===== config.mk =====
export PLATFORM = sky130hd
export DESIGN_NAME = adder_share_ctrl
export DESIGN_NICKNAME = d
export VERILOG_FILES = /design/src/rtl/adder_share_ctrl.sv
export SDC_FILE = /design/constraint.sdc
export NUM_CORES = 1
export LEC_CHECK = 0
export CORE_ASPECT_RATIO = 0.5
export CORE_MARGIN = 4
export CORE_UTILIZATION = 47
export DETAILED_ROUTE_END_ITERATION = 7
export GPL_ROUTABILITY_DRIVEN = 1
export PLACE_DENSITY = 0.9
export SETUP_SLACK_MARGIN = 0.05
export SKIP_LAST_GASP = 1
export SYNTH_ARGS = -nofsm -noshare
export SYNTH_HDL_FRONTEND = slang
export SYNTH_SLANG_ARGS = --single-unit

===== constraint.sdc =====
create_clock -name clk -period 7.1 [get_ports clk]
set_clock_uncertainty 0.1 [all_clocks]
set_input_delay 1.065 -clock clk [delete_from_list [all_inputs] [get_ports clk]]
set_output_delay 1.065 -clock clk [all_outputs]
set_load 0.02 [all_outputs]

===== src/rtl/adder_share_ctrl.sv =====
// adder_share_ctrl: round-robin sharing of one adder between two requesters with a one-entry response slot.
// Optional ADDER_SHARE_OVF_EN adds registered carry-out and signed-overflow response ports.
module adder #(
    parameter int WIDTH = 32
) (
    input  logic [WIDTH-1:0] a,
    input  logic [WIDTH-1:0] b,
`ifdef ADDER_SHARE_OVF_EN
    output logic             cout,
`endif
    output logic [WIDTH-1:0] sum
);
`ifdef ADDER_SHARE_OVF_EN
    assign {cout, sum} = {1'b0, a} + {1'b0, b};
`else
    assign sum = a + b;
`endif
endmodule

module adder_share_ctrl #(
    parameter int WIDTH = 32
) (
    input  logic             clk,
    input  logic             rst_n,
    input  logic             req0_valid,
    input  logic [WIDTH-1:0] req0_a,
    input  logic [WIDTH-1:0] req0_b,
    output logic             req0_ready,
    input  logic             req1_valid,
    input  logic [WIDTH-1:0] req1_a,
    input  logic [WIDTH-1:0] req1_b,
    output logic             req1_ready,
    output logic             resp_valid,
    output logic             resp_id,
`ifdef ADDER_SHARE_OVF_EN
    output logic             resp_cout,
    output logic             resp_ovf,
`endif
    output logic [WIDTH-1:0] resp_sum,
    input  logic             resp_ready
);
    typedef enum logic {EMPTY, FULL} state_t;

    state_t           state_q, state_d;
    logic             last_grant_q;
    logic             resp_id_q;
    logic [WIDTH-1:0] resp_sum_q;
    logic             grant, any_req, can_accept, xfer;
    logic [WIDTH-1:0] op_a, op_b, add_sum;

    // Contest goes to the port that did not win last; a lone requester always wins.
    assign any_req    = req0_valid | req1_valid;
    assign grant      = (req0_valid & req1_valid) ? ~last_grant_q : req1_valid;
    assign can_accept = rst_n & ((state_q == EMPTY) | resp_ready);
    assign req0_ready = can_accept & any_req & ~grant;
    assign req1_ready = can_accept & any_req & grant;
    assign xfer       = req0_ready | req1_ready;
    assign op_a       = grant ? req1_a : req0_a;
    assign op_b       = grant ? req1_b : req0_b;

`ifdef ADDER_SHARE_OVF_EN
    logic add_cout, add_ovf, resp_cout_q, resp_ovf_q;
    assign add_ovf = (op_a[WIDTH-1] == op_b[WIDTH-1]) & (add_sum[WIDTH-1] != op_a[WIDTH-1]);
    adder #(.WIDTH(WIDTH)) u_adder (.a(op_a), .b(op_b), .cout(add_cout), .sum(add_sum));
    always_ff @(posedge clk or negedge rst_n) begin
        if (!rst_n) begin
            resp_cout_q <= 1'b0;
            resp_ovf_q  <= 1'b0;
        end else if (xfer) begin
            resp_cout_q <= add_cout;
            resp_ovf_q  <= add_ovf;
        end
    end
    assign resp_cout = resp_cout_q;
    assign resp_ovf  = resp_ovf_q;
`else
    adder #(.WIDTH(WIDTH)) u_adder (.a(op_a), .b(op_b), .sum(add_sum));
`endif

    always_comb begin
        state_d = state_q;
        if (xfer)
            state_d = FULL;
        else if (state_q == FULL && resp_ready)
            state_d = EMPTY;
    end

    always_ff @(posedge clk or negedge rst_n) begin
        if (!rst_n) begin
            state_q      <= EMPTY;
            last_grant_q <= 1'b1;
            resp_id_q    <= 1'b0;
            resp_sum_q   <= '0;
        end else begin
            state_q <= state_d;
            if (xfer) begin
                last_grant_q <= grant;
                resp_id_q    <= grant;
                resp_sum_q   <= add_sum;
            end
        end
    end

    assign resp_valid = (state_q == FULL);
    assign resp_id    = resp_id_q;
    assign resp_sum   = resp_sum_q;
endmodule


## After elaboration in Yosys (flattened, before gate mapping)

Cells that the tools add are included.

| cells by class | value |
|---|---|
| equality and inequality tests | 0 |
| divide/modulo/power cells | 0 |
| multipliers | 0 |
| magnitude comparators | 0 |
| reduce and logical (&&, ||, !) cells | 2 |
| add/subtract/negate cells | 1 |
| bitwise operators | 11 |
| shifts and indexed selects | 0 |
| mux-type cells | 5 |

Operators with widths:

| operator | number |
|---|---|
| 2-to-1 mux 32 bit | 2 |
| adder 32 bit | 1 |
| bitwise AND 1 bit | 5 |
| 2-to-1 mux 1 bit | 3 |
| NOT 1 bit | 3 |
| OR 1 bit | 3 |
| nonzero test 2 bit | 1 |
| logical AND 1 bit | 1 |

| word-level totals | value |
|---|---|
| output and inout bits | 36 |
| input port bits | 133 |
| bits in writable memories | 0 |
| memories | 0 |
| bits in latches | 0 |
| flip-flop bits (word level) | 35 |
| bits in read-only memories | 0 |

## Depth between registers and ports, before layout

Gate-level depths: netlist of run 1.

| logic depth | value |
|---|---|
| depth in word-level cells | 7 |
| mapped depth | 13 |
| gate-level depth less buffers | 11 |

## By module

Synthesis of run 1 repeated with hierarchy kept, for this count alone.

| unflattened totals | value |
|---|---|
| cell total of the unflattened synthesis | 372 |
| area, all modules | 3727.3 µm² |

Modules (own cells, without submodules):

| module | seq. area each (µm²) | cells an instance | area each (µm²) | times used |
|---|---|---|---|---|
| adder_share_ctrl | 877.1 | 151 | 2125.8 | 1 |
| adder | 0.0 | 221 | 1601.5 | 1 |

## Least setup slack after synthesis of run 1

No wires, ideal clock.

| timing path | value |
|---|---|
| path kind | input -> register |
| start | input req1_valid |
| end | register resp_sum_q[30], in the netlist resp_sum[30] |
| arrival | 4362 ps |
| data required time | 6931 ps |
| cell stages on the path | 13 |
| setup time | 69 ps |
| buffers on the path | 2 |
| path slack | 2569 ps |
| cells stage by stage | a21boi_0 clkbuf_1 clkbuf_1 mux2_2 ha_1 fa_1 a21o_1 a221o_2 a21oi_1 o211a_1 o21ai_0 a211o_1 nand3_1 |

| on the way | value |
|---|---|
| word-level cells in the longest chain between the ends | 5 |

Ends and longest elaborated chain:

| element | RTL line | source |
|---|---|---|
| start, declared | 29 | `input logic req1_valid,` |
| parallel branches: the longest is 5 deep, another holds adder 32 bit | n/a |  |
| end signal, assigned | 99 | `resp_sum_q <= add_sum;` |
| end, declared | 47 | `logic [WIDTH-1:0] resp_sum_q;` |

Parallel ways; which one is timed is not known.
A chain may end at the register's enable or synchronous reset.

## Worst setup path after layout of run 1

| timing path | value |
|---|---|
| start | input req1_valid |
| end | register resp_sum_q[25], in the netlist resp_sum[25] |

The elaborated chain is that of the path after synthesis.

==> results.yml, run 1 <==
outcome:
  outcome: "finished, final reports clean"
cts:
  numCtsBuffers: 5
  htree_levels: 2
  clock_latency_ps: 290
  clk_pin_slew_ps: 60
  post_cts_resize_count: 0
  post-cts-setup-buffer-count: 0
  cts.sinks: 35
  cts_tree: "built"
  cts_buffer_depth: 2
  root_buffer: "clkbuf_16"
  cts_hold_buf: 0
drt:
  route.detailed.drc: 0
  routedWlPerCell_um: 17.6
  via_per_inst: 6.00
  wirelength_mm: 12.8
  num_vias: 4360
  drtPass1Iterations: 6
  first_iter_violations: 361
  final_antenna_net_count: 0
die:
  coreArea_mm2: 0.00800
  die_w_um: 136
  die_area_mm2: 0.00985
  dieHeight_um: 72.2
  start_util_pct: 48.5
  num_rows: 23
  io_pins: 169
placed_design:
  pre_cts_slack_ps: 1820
  dp_cells: 719
  gp_congestion: 0.968
  dp_hpwl_mm: 9.85
  io_buffers: 168
sta:
  rsz0062_at_grt: "no"
  maxClockFrequency_mhz: 191
  maxSlewHeadroom_pct: 40.0
  setup_viol: 0
  fin_crit_sh_pct: 73.8
  fin_crit_ps: 5240
  final-hold-violation-count: 0
  holdWs_ps: 379
  setup_ws_ps: 1860
  tightest_slew_ps: 899
  fin_tns_setup_ps: 0
  maxSlewViolCount: 0
cells_and_area:
  mostFrequentLayoutCells: "167 x clkdlybuf4s50_1, 68 x nand2_1, 62 x mux2_2"
  area_growth_pct: 48.6
  multi_input_area_mm2: 0.00284
  fillers: 607
  ff_latch_area_um2: 877
  final_common_cell: "clkdlybuf4s50_1"
  diodes: 0
  finalNonFillerCells: 727
  finalNetCount: 779
  drive_above_1_share_pct: 13.7
  utilization_pct: 72.0
setup_path:
  setup.worst_path.end_class: "flop"
  regToRegSetupSlack_ps: 2800
  rr_startpoint: "last_grant_q"
  arrival_ps: 5290
  cp-start-kind: "primary input"
  reg2reg_to: "resp_sum[25]"
  crit_required_ps: 7150
  path_class: "primary input to flop"
  cp_max_fo: 22
  r2r_cells: 11
global_routing:
  grt_pass1_wl_mm: 19.7
  antenna_found_initial: 0
  grt.overflow.total: 0
  grt_pass1_vias: 4273
  grt_start_max_net_pins: 71
  grtUsageTotal_pct: 24.6
pwr:
  peakVddDrop_mv: 0.119
  p_leak_nw: 2.38
  power.density_mw_per_mm2: 227
synthesis:
  synthCells: 458
  synth-edff-count: 0
  async_flop_share_pct: 100
  synth_nets: 623
  postSynth.topFlopCell: "dfrtp_1"
  synth_seq_area_share_pct: 22.6
  synth.distinct_cells: 59
  postSynthAreaPerCell_um2: 8.46
  ys_ff_latch: 35
  ys.warnings.count: 0
  netlist_area_mm2: 0.00388
hold_path:
  holdPathEnd: "resp_sum[1]"
  whs_path_depth: 2
  min_path_type: "flop to flop"
  min_from: "resp_sum[1]"
job:
  maxCapViolCount: 0
-- per-layer routing --
layer | global-route usage [%] | part of all wire (%) | up-vias
met3 | 4.02 | 8.0 | 42
li1 | - | - | 2033
met4 | 8.83 | 2.9 | 0
met1 | 29.2 | 39 | 2045
met2 | 45.4 | 50 | 240
met5 | 0 | 0 | -
-- synthesized netlist by cell type (5+ instances only) --
library cell  number  area (µm²)
nand4_1            6        37.5
o211ai_1           9        67.6
o21ai_0           28         140
inv_1             11        41.3
a21oi_1           33         165
nand2_1           68         255
o21ai_1            5        25.0
a211o_1            6        52.6
nand3_1           21         105
ha_1              31         388
xor2_1             7        61.3
clkbuf_1          16        60.1
nor2_1            11        41.3
xnor2_1            9        78.8
a21o_1            11        82.6
mux2_2            62         698
dfrtp_1           34         851
o31ai_1            8        60.1
nor3_1            12        60.1
o21a_1            10        75.1
-- cell families after synthesis --
| logic type | after synthesis | share of synthesized area [%] |
|---|---|---|
| AOI/OAI and AO/OA | 137 | 23.3 |
| DFF | 35 | 22.6 |
| xor gates and xnor gates | 16 | 3.62 |
| adders and majority gates | 32 | 10.5 |
| buffers and inverters | 33 | 4.33 |
| and+or+nand+nor | 142 | 17.3 |
| muxes | 63 | 18.3 |
-- power breakdown --
group / leakage [nW] / internal [mW] / switching [mW] / total [mW]
Sequential: 0.425 / 0.266 / 0.0392 / 0.305
Combinational: 1.88 / 0.363 / 0.399 / 0.762
Clock: 0.0761 / 0.149 / 0.0909 / 0.240
Total: 2.38 / 0.778 / 0.529 / 1.31
-- worst max-delay path, cell delays in order --
cell and delay (ps):
clkdlybuf4s50_1 510, a21boi_4 640, buf_4 410, mux2_2 380, ha_1 390, a21oi_1 200
o21ai_0 130, a311oi_1 580, o211ai_1 270, o31ai_1 460, xnor2_1 190, o21ai_1 70
-- registers in the layout, summed over array words and instances (netlist names) --
name / flops
resp_valid: 1
resp_id: 1
last_grant_q: 1
resp_sum: 32
-- cell type report --
type | count | share of cell area (%)
clock inverters | 1 | 0.130
clock buffers | 7 | 2.65
inverters | 11 | 0.717
multi-input cells | 390 | 49.3
well taps | 112 | 2.43
flip-flops and latches | 35 | 15.2
repair buffers | 171 | 29.5
-- how the worst max path moves through the flow --
stage                from      endpoint  cells past startpoint
2_1_floorplan  req1_valid  resp_sum[30]                     13
3_3_place_gp   req1_valid  resp_sum[31]                     12
3_5_place_dp   req1_valid  resp_sum[25]                     12
4_1_cts        req1_valid  resp_sum[25]                     12
5_1_grt        req1_valid  resp_sum[29]                     12
6_report       req1_valid  resp_sum[25]                     12
-- through the flow --
step	power (mW)	instance area [µm²]
floorplan	0.749	3880
global placement	1.03	5600
detailed placement	1.05	5600
CTS	1.30	5760
global route	1.37	5760
finish	1.31	5760
Note: power is estimated with default switching activity, not from simulation.
==> inputs of run 2 (changes only) <==
CORE_UTILIZATION = 39   (was 47)
PLACE_DENSITY = 0.8   (was 0.9)
clock period = 4.7 ns   (was 7.1 ns; I/O delays follow)
==> run 2 against run 1 <==
  * Count of clock-buffer cells in the layout is 2 lower
  * Register-to-register slack lost 1800 ps
  * Via count is 2.8% lower
  * Utilization fell by 11 points
  * Routed wire length is 1.2% lower
  * Critical path type unchanged
  * Critical endpoint is now resp_sum[29]
==> results.yml, run 2 (synthesized netlist as in run 1, its figures left out) <==
outcome:
  outcome: "finished, final reports clean"
setup_path:
  crit_slowest_cell: "clkdlybuf4s50_1"
  cp-start-kind: "primary input"
  crit_required_ps: 4770
  setup.worst_path.end_class: "flop"
  slowest_delay_ps: 510
  cp_max_fo: 24
  crit_chain: "clkdlybuf4s50_1 > a21boi_4 > buf_12 > mux2_2 > ha_1 > a21oi_1 > o21ai_0 > a311oi_1 > o211ai_1 > o31ai_1 > a2111o_1 > nand3_1"
  arrival_ps: 4330
  path_class: "primary input to flop"
die:
  die_area_mm2: 0.0117
  die_w_um: 149
  dieHeight_um: 78.5
  io_pins: 169
  start_util_pct: 40.5
  coreArea_mm2: 0.00957
  num_rows: 25
sta:
  maxSlewHeadroom_pct: 55.4
  maxClockFrequency_mhz: 235
  maxSlewViolCount: 0
  final-hold-violation-count: 0
  fin_tns_setup_ps: 0
  setup_viol: 0
  rsz0062_at_grt: "no"
  tightest_slew_ps: 670
  fin_crit_sh_pct: 90.6
  fin_crit_ps: 4260
placed_design:
  dpl_cell_area_mm2: 0.00567
  io_buffers: 168
  dp_hpwl_mm: 9.87
  gp_congestion: 0.874
  dp_cells: 744
cells_and_area:
  design_area_mm2: 0.00581
  area_growth_pct: 49.9
  finalNonFillerCells: 753
  final_common_cell: "clkdlybuf4s50_1"
  fillers: 831
  mostFrequentLayoutCells: "167 x clkdlybuf4s50_1, 68 x nand2_1, 62 x mux2_2"
  largest_reg_flops: 32
  finalNetCount: 781
  drive_above_1_share_pct: 13.9
  utilization_pct: 60.7
cts:
  numCtsBuffers: 5
  cts_hold_buf: 0
  clock_latency_ps: 280
  post-cts-setup-buffer-count: 0
  htree_levels: 2
  cts_tree: "built"
  cts.sinks: 35
  cts_buffer_depth: 2
  post_cts_resize_count: 0
  clk_pin_slew_ps: 60
  root_buffer: "clkbuf_16"
drt:
  first_iter_violations: 369
  wirelength_mm: 12.6
  num_vias: 4238
  final_antenna_net_count: 0
  route.detailed.drc: 0
  routedWlPerCell_um: 16.7
  drtPass1Iterations: 5
  via_per_inst: 5.63
global_routing:
  met3_usage_pct: 4.56
  grt_pass1_wl_mm: 19.9
  grtUsageTotal_pct: 20.5
  grt_start_max_net_pins: 70
  antenna_found_initial: 1
  grt_pass1_vias: 4126
  grtUsageMet1_pct: 26.0
  grt.overflow.total: 0
  top_usage_layer: "met2"
  use_met2_pct: 35.8
hold_path:
  min_path_type: "primary input to asynchronous set/reset pin"
job:
  maxCapViolCount: 0
pwr:
  peakVddDrop_mv: 0.160
  finalPower_mw: 1.94
  p_leak_nw: 2.40
  power.density_mw_per_mm2: 334
[run 2: cell types whose count changed in the layout (fill, tap and decap cells not counted), sizes merged]
cell      previous run  this run
clkbuf               7         5
clkinv               0         3
buf                  4         6
diode                0         1
clkinvlp             1         0
[run 2: final cells by class]
class | instances | area [µm²] | share of cell area (%)
Antenna cell | 1 | 2.50 | 0.0431
Clock buffer | 5 | 125 | 2.15
Clock inverter | 3 | 15.0 | 0.258
Inverter | 11 | 41.3 | 0.710
Multi-Input combinational cell | 390 | 2840 | 48.9
Sequential cell | 35 | 877 | 15.1
Tap cell | 135 | 169 | 2.91
Timing Repair Buffer | 173 | 1740 | 29.9
[run 2: worst max-delay path: cells and delay by family]
kind | cells | cell delay, ps
fa+ha+maj | 1 | 360
mux | 1 | 360
simple gates | 1 | 60
compound gates | 7 | 2100
buf+inv | 2 | 730
[run 2: worst paths after layout]
kind                                    from            to  depth (start not counted)  slack, ps
worst min-delay path                   rst_n       resp_id                          1        120
worst min register to register  resp_sum[22]  resp_sum[22]                          2        380
max in group asynchronous              rst_n  resp_sum[15]                          2       3710
worst max register to register  last_grant_q  resp_sum[29]                         11       1020
worst max-delay path              req1_valid  resp_sum[29]                         12        440
min in group clk                resp_sum[22]  resp_sum[22]                          2        380
[run 2: where the power goes]
part	leakage [nW]	switching [mW]	total, mW	internal (mW)
sequential	0.425	0.0605	0.462	0.402
combinational	1.90	0.593	1.15	0.553
clock	0.0734	0.137	0.331	0.194
[run 2: routing by layer]
| metal | up-vias | part of all wire (%) | wire (µm) |
|---|---|---|---|
| met3 | 22 | 7.0 | 882 |
| li1 | 2031 | - | - |
| met4 | 0 | 1.6 | 197 |
| met5 | - | 0 | 0 |
| met2 | 169 | 49 | 6170 |
| met1 | 2016 | 42 | 5360 |
[run 2: stage by stage]
stage                     hold slack (ps)  setup WS, ps
final                                 123           441
after global routing                  125           212
after CTS                             124           523
after detailed placement              367           261
after global placement                354           340
after floorplan                       309           529
